`src/rtl/fpu_32_add_operand_stage.sv`:
```
// ---------------------------------------------------------------------------
// fpu_32_add_operand_stage
//
// Registered issue stage that sits directly in front of the combinational
// fpu_32_adder. Each accepted operand pair gets:
//   * the subtract sign flip applied to B (b' = B with sign ^ in_sub),
//   * IEEE-754 special-case resolution (NaN, Inf, zero) into a bypass result,
//   * magnitude ordering so the larger {exp,man} is presented on out_a.
// The results are held in an output register backed by one skid entry.
// The adder therefore sees a fixed, registered, back-pressurable input.
//
// Configuration macro:
//   FPU_FTZ_EN  when defined, denormal operands are flushed to signed zero
//               before classification and ordering. When undefined,
//               denormals pass through and are treated as ordinary
//               non-special values.
//
// Parameters:
//   CNT_W              width of the accepted-transaction counter (wraps)
//
// Ports:
//   clk                single clock, rising edge
//   rst_n              asynchronous active-low reset
//   in_valid/in_ready  input handshake (in_ready is registered)
//   in_a, in_b         IEEE-754 single-precision operands
//   in_sub             1: compute A-B (sign of B flipped before processing)
//   out_valid/out_ready output handshake
//   out_a              larger-magnitude operand
//   out_b              smaller-magnitude operand (sign adjusted for in_sub)
//   out_swapped        1: out_a came from B
//   out_bypass         1: out_bypass_result is final, ignore adder result
//   out_bypass_result  special-case result
//   out_invalid        invalid operation (NaN input or Inf-Inf)
//   acc_count          number of accepted input transactions
//
// Control state: the stage has no encoded FSM. Its whole control state is
// the pair of occupancy flags (output register valid, skid entry valid),
// visible as out_valid and ~in_ready.
// ---------------------------------------------------------------------------
module fpu_32_add_operand_stage #(
    parameter int CNT_W = 16
) (
    input  logic             clk,
    input  logic             rst_n,
    input  logic             in_valid,
    output logic             in_ready,
    input  logic [31:0]      in_a,
    input  logic [31:0]      in_b,
    input  logic             in_sub,
    output logic             out_valid,
    input  logic             out_ready,
    output logic [31:0]      out_a,
    output logic [31:0]      out_b,
    output logic             out_swapped,
    output logic             out_bypass,
    output logic [31:0]      out_bypass_result,
    output logic             out_invalid,
    output logic [CNT_W-1:0] acc_count
);

    // Handshake semantics (both sides): a transfer happens on a rising edge
    // where valid and ready are both 1. A producer holding valid=1 keeps its
    // data stable until the transfer. in_ready depends only on registered
    // state (skid slot empty), so there is no combinational path from
    // out_ready to in_ready. While out_valid=1 and out_ready=0 every out_*
    // signal holds its value.

    localparam logic [31:0] QNAN = 32'h7FC0_0000;

    // One fully processed operand pair, as stored in the output register
    // and in the skid slot.
    typedef struct packed {
        logic [31:0] a;
        logic [31:0] b;
        logic        swapped;
        logic        bypass;
        logic [31:0] result;
        logic        invalid;
    } entry_t;

    // -----------------------------------------------------------------------
    // Operand conditioning: sign flip for subtract, optional flush-to-zero
    // -----------------------------------------------------------------------
    logic [31:0] op_a;
    logic [31:0] op_b;

    always_comb begin
        op_a = in_a;
        op_b = {in_b[31] ^ in_sub, in_b[30:0]};
`ifdef FPU_FTZ_EN
        // A zero exponent means zero or denormal. Clearing the mantissa
        // turns a denormal into a signed zero and leaves a zero unchanged.
        if (op_a[30:23] == 8'h00) begin
            op_a = {op_a[31], 31'b0};
        end
        if (op_b[30:23] == 8'h00) begin
            op_b = {op_b[31], 31'b0};
        end
`endif
    end

    // -----------------------------------------------------------------------
    // Classification
    // -----------------------------------------------------------------------
    logic a_exp_max;
    logic b_exp_max;
    logic a_exp_zero;
    logic b_exp_zero;
    logic a_man_nz;
    logic b_man_nz;
    logic a_nan;
    logic b_nan;
    logic a_inf;
    logic b_inf;
    logic a_zero;
    logic b_zero;

    always_comb begin
        a_exp_max  = &op_a[30:23];
        b_exp_max  = &op_b[30:23];
        a_exp_zero = ~|op_a[30:23];
        b_exp_zero = ~|op_b[30:23];
        a_man_nz   = |op_a[22:0];
        b_man_nz   = |op_b[22:0];

        a_nan  = a_exp_max & a_man_nz;
        b_nan  = b_exp_max & b_man_nz;
        a_inf  = a_exp_max & ~a_man_nz;
        b_inf  = b_exp_max & ~b_man_nz;
        a_zero = a_exp_zero & ~a_man_nz;
        b_zero = b_exp_zero & ~b_man_nz;
    end

    // -----------------------------------------------------------------------
    // Ordering and special-case resolution -> new entry
    // -----------------------------------------------------------------------
    logic   swap;
    entry_t new_entry;

    always_comb begin
        new_entry = '0;

        // {exp,man} compared as an unsigned 31-bit value matches IEEE
        // magnitude ordering. On a tie A stays on top so out_swapped is 0.
        swap = (op_b[30:0] > op_a[30:0]);

        new_entry.swapped = swap;
        new_entry.a       = swap ? op_b : op_a;
        new_entry.b       = swap ? op_a : op_b;

        // Priority chain: NaN beats Inf-Inf, which beats a single Inf,
        // which beats zero+zero.
        if (a_nan || b_nan) begin
            new_entry.bypass  = 1'b1;
            new_entry.result  = QNAN;
            new_entry.invalid = 1'b1;
        end else if (a_inf && b_inf && (op_a[31] != op_b[31])) begin
            new_entry.bypass  = 1'b1;
            new_entry.result  = QNAN;
            new_entry.invalid = 1'b1;
        end else if (a_inf || b_inf) begin
            // Both Inf here means same sign, so either operand is correct.
            new_entry.bypass = 1'b1;
            new_entry.result = a_inf ? op_a : op_b;
        end else if (a_zero && b_zero) begin
            // Sum of zeros is -0 only when both are -0 (round-to-nearest).
            new_entry.bypass = 1'b1;
            new_entry.result = {op_a[31] & op_b[31], 31'b0};
        end
    end

    // -----------------------------------------------------------------------
    // Output register + one skid entry
    // -----------------------------------------------------------------------
    entry_t            out_q;
    logic              out_valid_q;
    entry_t            skid_q;
    logic              skid_valid_q;
    logic [CNT_W-1:0]  cnt_q;

    logic accept;
    logic out_free;

    always_comb begin
        accept   = in_valid & ~skid_valid_q;
        // The output register can take a new entry when it is empty or
        // is being consumed on this edge.
        out_free = ~out_valid_q | out_ready;
    end

    always_ff @(posedge clk or negedge rst_n) begin
        if (!rst_n) begin
            out_q        <= '0;
            out_valid_q  <= 1'b0;
            skid_q       <= '0;
            skid_valid_q <= 1'b0;
            cnt_q        <= '0;
        end else begin
            if (accept) begin
                cnt_q <= cnt_q + CNT_W'(1);
            end

            if (out_free) begin
                if (skid_valid_q) begin
                    // The skid entry is older than anything on the input.
                    // While the skid slot is full, accept is 0, so nothing
                    // new arrives this cycle.
                    out_q        <= skid_q;
                    out_valid_q  <= 1'b1;
                    skid_valid_q <= 1'b0;
                end else if (accept) begin
                    out_q       <= new_entry;
                    out_valid_q <= 1'b1;
                end else begin
                    out_valid_q <= 1'b0;
                end
            end else if (accept) begin
                // Output is stalled. Park the new entry in the skid slot.
                // in_ready drops on the next cycle.
                skid_q       <= new_entry;
                skid_valid_q <= 1'b1;
            end
        end
    end

    // -----------------------------------------------------------------------
    // Outputs
    // -----------------------------------------------------------------------
    assign in_ready          = ~skid_valid_q;
    assign out_valid         = out_valid_q;
    assign out_a             = out_q.a;
    assign out_b             = out_q.b;
    assign out_swapped       = out_q.swapped;
    assign out_bypass        = out_q.bypass;
    assign out_bypass_result = out_q.result;
    assign out_invalid       = out_q.invalid;
    assign acc_count         = cnt_q;

endmodule
```
`config.mk`:
```
export PLATFORM = sky130hd
export DESIGN_NAME = fpu_32_add_operand_stage
export DESIGN_NICKNAME = d
export VERILOG_FILES = /design/src/rtl/fpu_32_add_operand_stage.sv
export SDC_FILE = /design/constraint.sdc
export NUM_CORES = 1
export LEC_CHECK = 0
export ABC_AREA = 1
export ABC_CLOCK_PERIOD_IN_PS = 2100
export BUFFER_PORTS_ARGS = -buffer_cell sky130_fd_sc_hd__buf_2
export CAP_MARGIN = 5
export CELL_PAD_IN_SITES_DETAIL_PLACEMENT = 1
export CELL_PAD_IN_SITES_GLOBAL_PLACEMENT = 2
export CORE_MARGIN = 2
export CORE_UTILIZATION = 33
export CTS_CLUSTER_SIZE = 28
export DETAILED_ROUTE_END_ITERATION = 6
export GPL_ROUTABILITY_DRIVEN = 0
export PLACE_DENSITY_LB_ADDON = 0.1
export SYNTH_ARGS = -nofsm -noshare
export SYNTH_HDL_FRONTEND = slang
export SYNTH_SLANG_ARGS = --single-unit
```
`constraint.sdc`:
```
create_clock -name clk -period 2.1 [get_ports clk]
set_clock_uncertainty 0.15 [all_clocks]
set_input_delay 0.42 -clock clk [delete_from_list [all_inputs] [get_ports clk]]
set_output_delay 0.42 -clock clk [all_outputs]
set_load 0.05 [all_outputs]
```
==> summary.txt <==
STA
  • Achievable Freq: 494.9 MHz
  • Final setup viols: 0
  • Max Slew Vio Count: 0
  • Final hold violation count: 0
  • Tcrit/Tclk final: 96.22%
  • Least-Margin Pin Slew: 797.5 ps
  • Tmin final: 2021 ps
  • Worst rel slew slack: 46.83%
  • Setup Total Neg Slack: 0 ps

Critical path
  • Critical path cell sequence: inv_6 -> buf_12 -> buf_6
  • Setup Crit Path Kind: reg2out
  • CP Capture Type: output port
  • R2R Setup Slk: 120 ps
  • Worst R2R Path Depth: 7
  • Worst path arrival time: 1450 ps
  • CP startpoint: skid_valid_q$_DFFE_PN0P_
  • Slowest CP cell: dfrtp_2
  • Top Family by Delay on Critical Path: flip-flops
  • Critical Path RT: 1530 ps
  • FF-to-FF End: acc_count[13]$_DFFE_PN0P_
  • Reg-to-Reg Start: skid_valid_q$_DFFE_PN0P_
  • Worst-path maximum fanout: 21
  • CP Launch Type: register
  • Crit-path max cell delay: 460 ps
  • Buf/Inv on CP: 3

Die
  • Full die area: 35710 um2
  • # rows: 67
  • Die X-Extent: 189.0 um
  • Initial Utilization: 33.59%
  • Top Ports: 186
  • Height of the die: 189.0 um
  • Core area: 33620 um2

Global route
  • Vias in the first global route: 11020
  • Initial antenna violation count: 1
  • Pin count of the biggest net entering global routing: 57
  • Global Route Usage Sum: 21.31%
  • First-pass GRT wire length: 61230 um
  • Total grt overflow: 0

Clock network
  • CTS tree: done
  • Total CTS buffers: 27
  • Clk buf depth: 3
  • Clock sinks: 216
  • Clock root cell: clkbuf_16
  • Clk_lat worst skew: 540 ps
  • H-tree depth: 1
  • Clk slew on worst S/H paths: 60 ps

Pwr
  • Leakage: 0.008112 uW
  • Pwr/cell area: 1002 nW/um2
  • Maximum vdd drop: 0.5481 mV

Run
  • Max cap viols: 0

Routing
  • Met3 wire length: 1276 um
  • Drt pass-1 iters: 4
  • Routed Antenna Nets: 0
  • Vias: 10690
  • Top routing layer in use: met4
  • Met2 routed WL: 16540 um
  • Initial DRC count: 456
  • Avg Vias per Cell: 4.817
  • Met1 Wirelength: 19570 um
  • Drt wl/cell: 17.16 um
  • Total wire length: 38060 um
  • Drt drc: 0

Run status
  • Outcome: completed

Synth
  • Syn nets: 1580
  • Flops & latches, synth: 216
  • Avg Cell Area, Syn: 7.639 um2
  • Synth area leader: dfrtp_1
  • Synth top area share: 47.87%
  • Post-Syn Area: 11290 um2
  • Synth Warn #: 0
  • Syn Inst Count: 1478
  • Ranking of synthesized cells by area: dfrtp_1 48%, nand2_1 17%, nand3_1 6.2%, inv_1 5.2%, ha_1 3.7%
  • Seq/Total Area, Yosys: 47.87%
  • Synth cell types: 34

Placed design
  • Placed inst area: 13720 um2
  • DP HPWL: 26920 um
  • I/O Buffers: 185

Finish
  • Final core occ: 44.32%
  • Layout cells sized above 1: 24.31%
  • Fill count: 4109
  • Final instance area: 14900 um2
  • Layout area overhead: 31.96%
  • Total Nets Final: 1854

Min path
  • Worst hold path cell count: 5
  • Hold endpoint: skid_q[98]$_DFFE_PN0P_
  • HP Start: in_a[31]
  • Hold/Removal Path Class: in2reg
## tightest hold or removal path, stage by stage
cell and delay, ps:
buf_2 120, nand2_2 60, nand2_1 50, nand2_1 40, nand2_1 50
## report_power, final
group / switching, uW / leakage [uW] / internal [uW]
Combinational: 3520 / 0.00491 / 1380
Sequential: 392 / 0.00277 / 4970
Clock: 1820 / 0.000437 / 2850
Total: 5730 / 0.00811 / 9190
## how the worst max path moves through the flow
stage / end / slack (ps) / depth (start not counted)
after floorplan: out_a[26]$_DFFE_PN0P_ / 0.5 / 17
after global placement: out_a[14]$_DFFE_PN0P_ / -500 / 17
after detailed placement: skid_q[72]$_DFFE_PN0P_ / -620 / 15
after CTS: in_ready / 10 / 3
after global routing: skid_q[93]$_DFFE_PN0P_ / -20 / 18
final: in_ready / 80 / 3
## logic make-up (layout without fill, tap and decap cells)
logic type	after synthesis	in the layout	synth area share [%]
other	0	1	0
adders and majority gates	33	33	3.657
buffers and inverters	235	526	8.677
and+or+nand+nor	794	794	29.65
DFF	216	216	47.87
xor gates and xnor gates	15	15	1.164
AOI/OAI and AO/OA	185	185	8.976
## cell usage in the layout (no fill, tap or decap), types with 4 or more instances in the layout
cell	n
nand2_1	510
dfrtp_1	215
buf_2	183
inv_1	153
nand3_1	134
buf_4	105
nor2_1	80
a21oi_1	76
o21ai_1	57
ha_1	30
clkbuf_16	30
nand2_2	27
buf_12	25
o31ai_1	22
o21ai_0	16
xor2_1	11
nand4_1	10
o211ai_1	8
nand3_2	7
nor2_4	6
clkinv_2	6
xnor2_1	4
clkbuf_1	4
clkbuf_8	4
buf_6	4
## stage by stage
| stage | instances | setup slack (ps) | power, uW | hold WS, ps |
|---|---|---|---|---|
| floorplan | 1478 | 0.4799 | 8614 | -25.59 |
| global placement | 2163 | -504.6 | 10150 | 216.5 |
| detailed placement | 2163 | -615.2 | 10230 | 214.0 |
| CTS | 2210 | 11.18 | 15040 | 66.75 |
| global route | 2218 | -20.70 | 15800 | 128.6 |
| finish | 2218 | 79.33 | 14920 | 89.14 |
## cell usage after synthesis
library cell,n
a21o_1,1
a21oi_1,79
and3_1,2
buf_1,8
buf_2,15
buf_4,5
buf_6,8
clkbuf_1,41
dfrtp_1,216
ha_1,33
inv_1,155
inv_2,3
nand2_1,521
nand2_2,20
nand3_1,140
nand3_2,2
nand3b_1,1
nand4_1,10
nand4_2,1
nand4_4,1
nor2_1,81
nor2_2,5
nor2_4,3
nor3_1,3
nor3_2,3
nor3_4,1
o211ai_1,8
o21a_1,1
o21ai_0,16
o21ai_1,57
o31ai_1,22
o31ai_2,1
xnor2_1,4
xor2_1,11
## registers in the layout, summed over array words and instances, names as in the netlist
signal             flops
out_swapped            1
acc_count             16
out_bypass_result     32
out_a                 32
out_valid              1
out_bypass             1
skid_q                99
out_b                 32
out_invalid            1
skid_valid_q           1
## per-layer routing
metal	vias up	GRT usage, %
met5	-	0
met4	0	4.327
met3	43	2.317
met2	182	32.94
met1	5222	32.14
li1	5238	-
## repair_timing
item,in CTS,in global routing
pin swaps,0,15
buffers inserted,0,4
cloned,0,3
endpoints found under the setup margin,47,110
resized for setup,6,31
hold endpoints to repair,80,0
hold buffers,1,0
## layout make-up
class / count / area (um2) / area share [%]
flip-flops and latches: 216 / 5406 / 36.29
multi-input cells: 1027 / 5095 / 34.20
repair buffers: 322 / 2350 / 15.77
clock buffers: 35 / 745.7 / 5.005
inverters: 158 / 603.1 / 4.048
well taps: 448 / 560.5 / 3.762
clock inverters: 11 / 136.4 / 0.9154
diodes: 1 / 2.502 / 0.01680
Note: power is estimated with default switching activity, not from simulation.
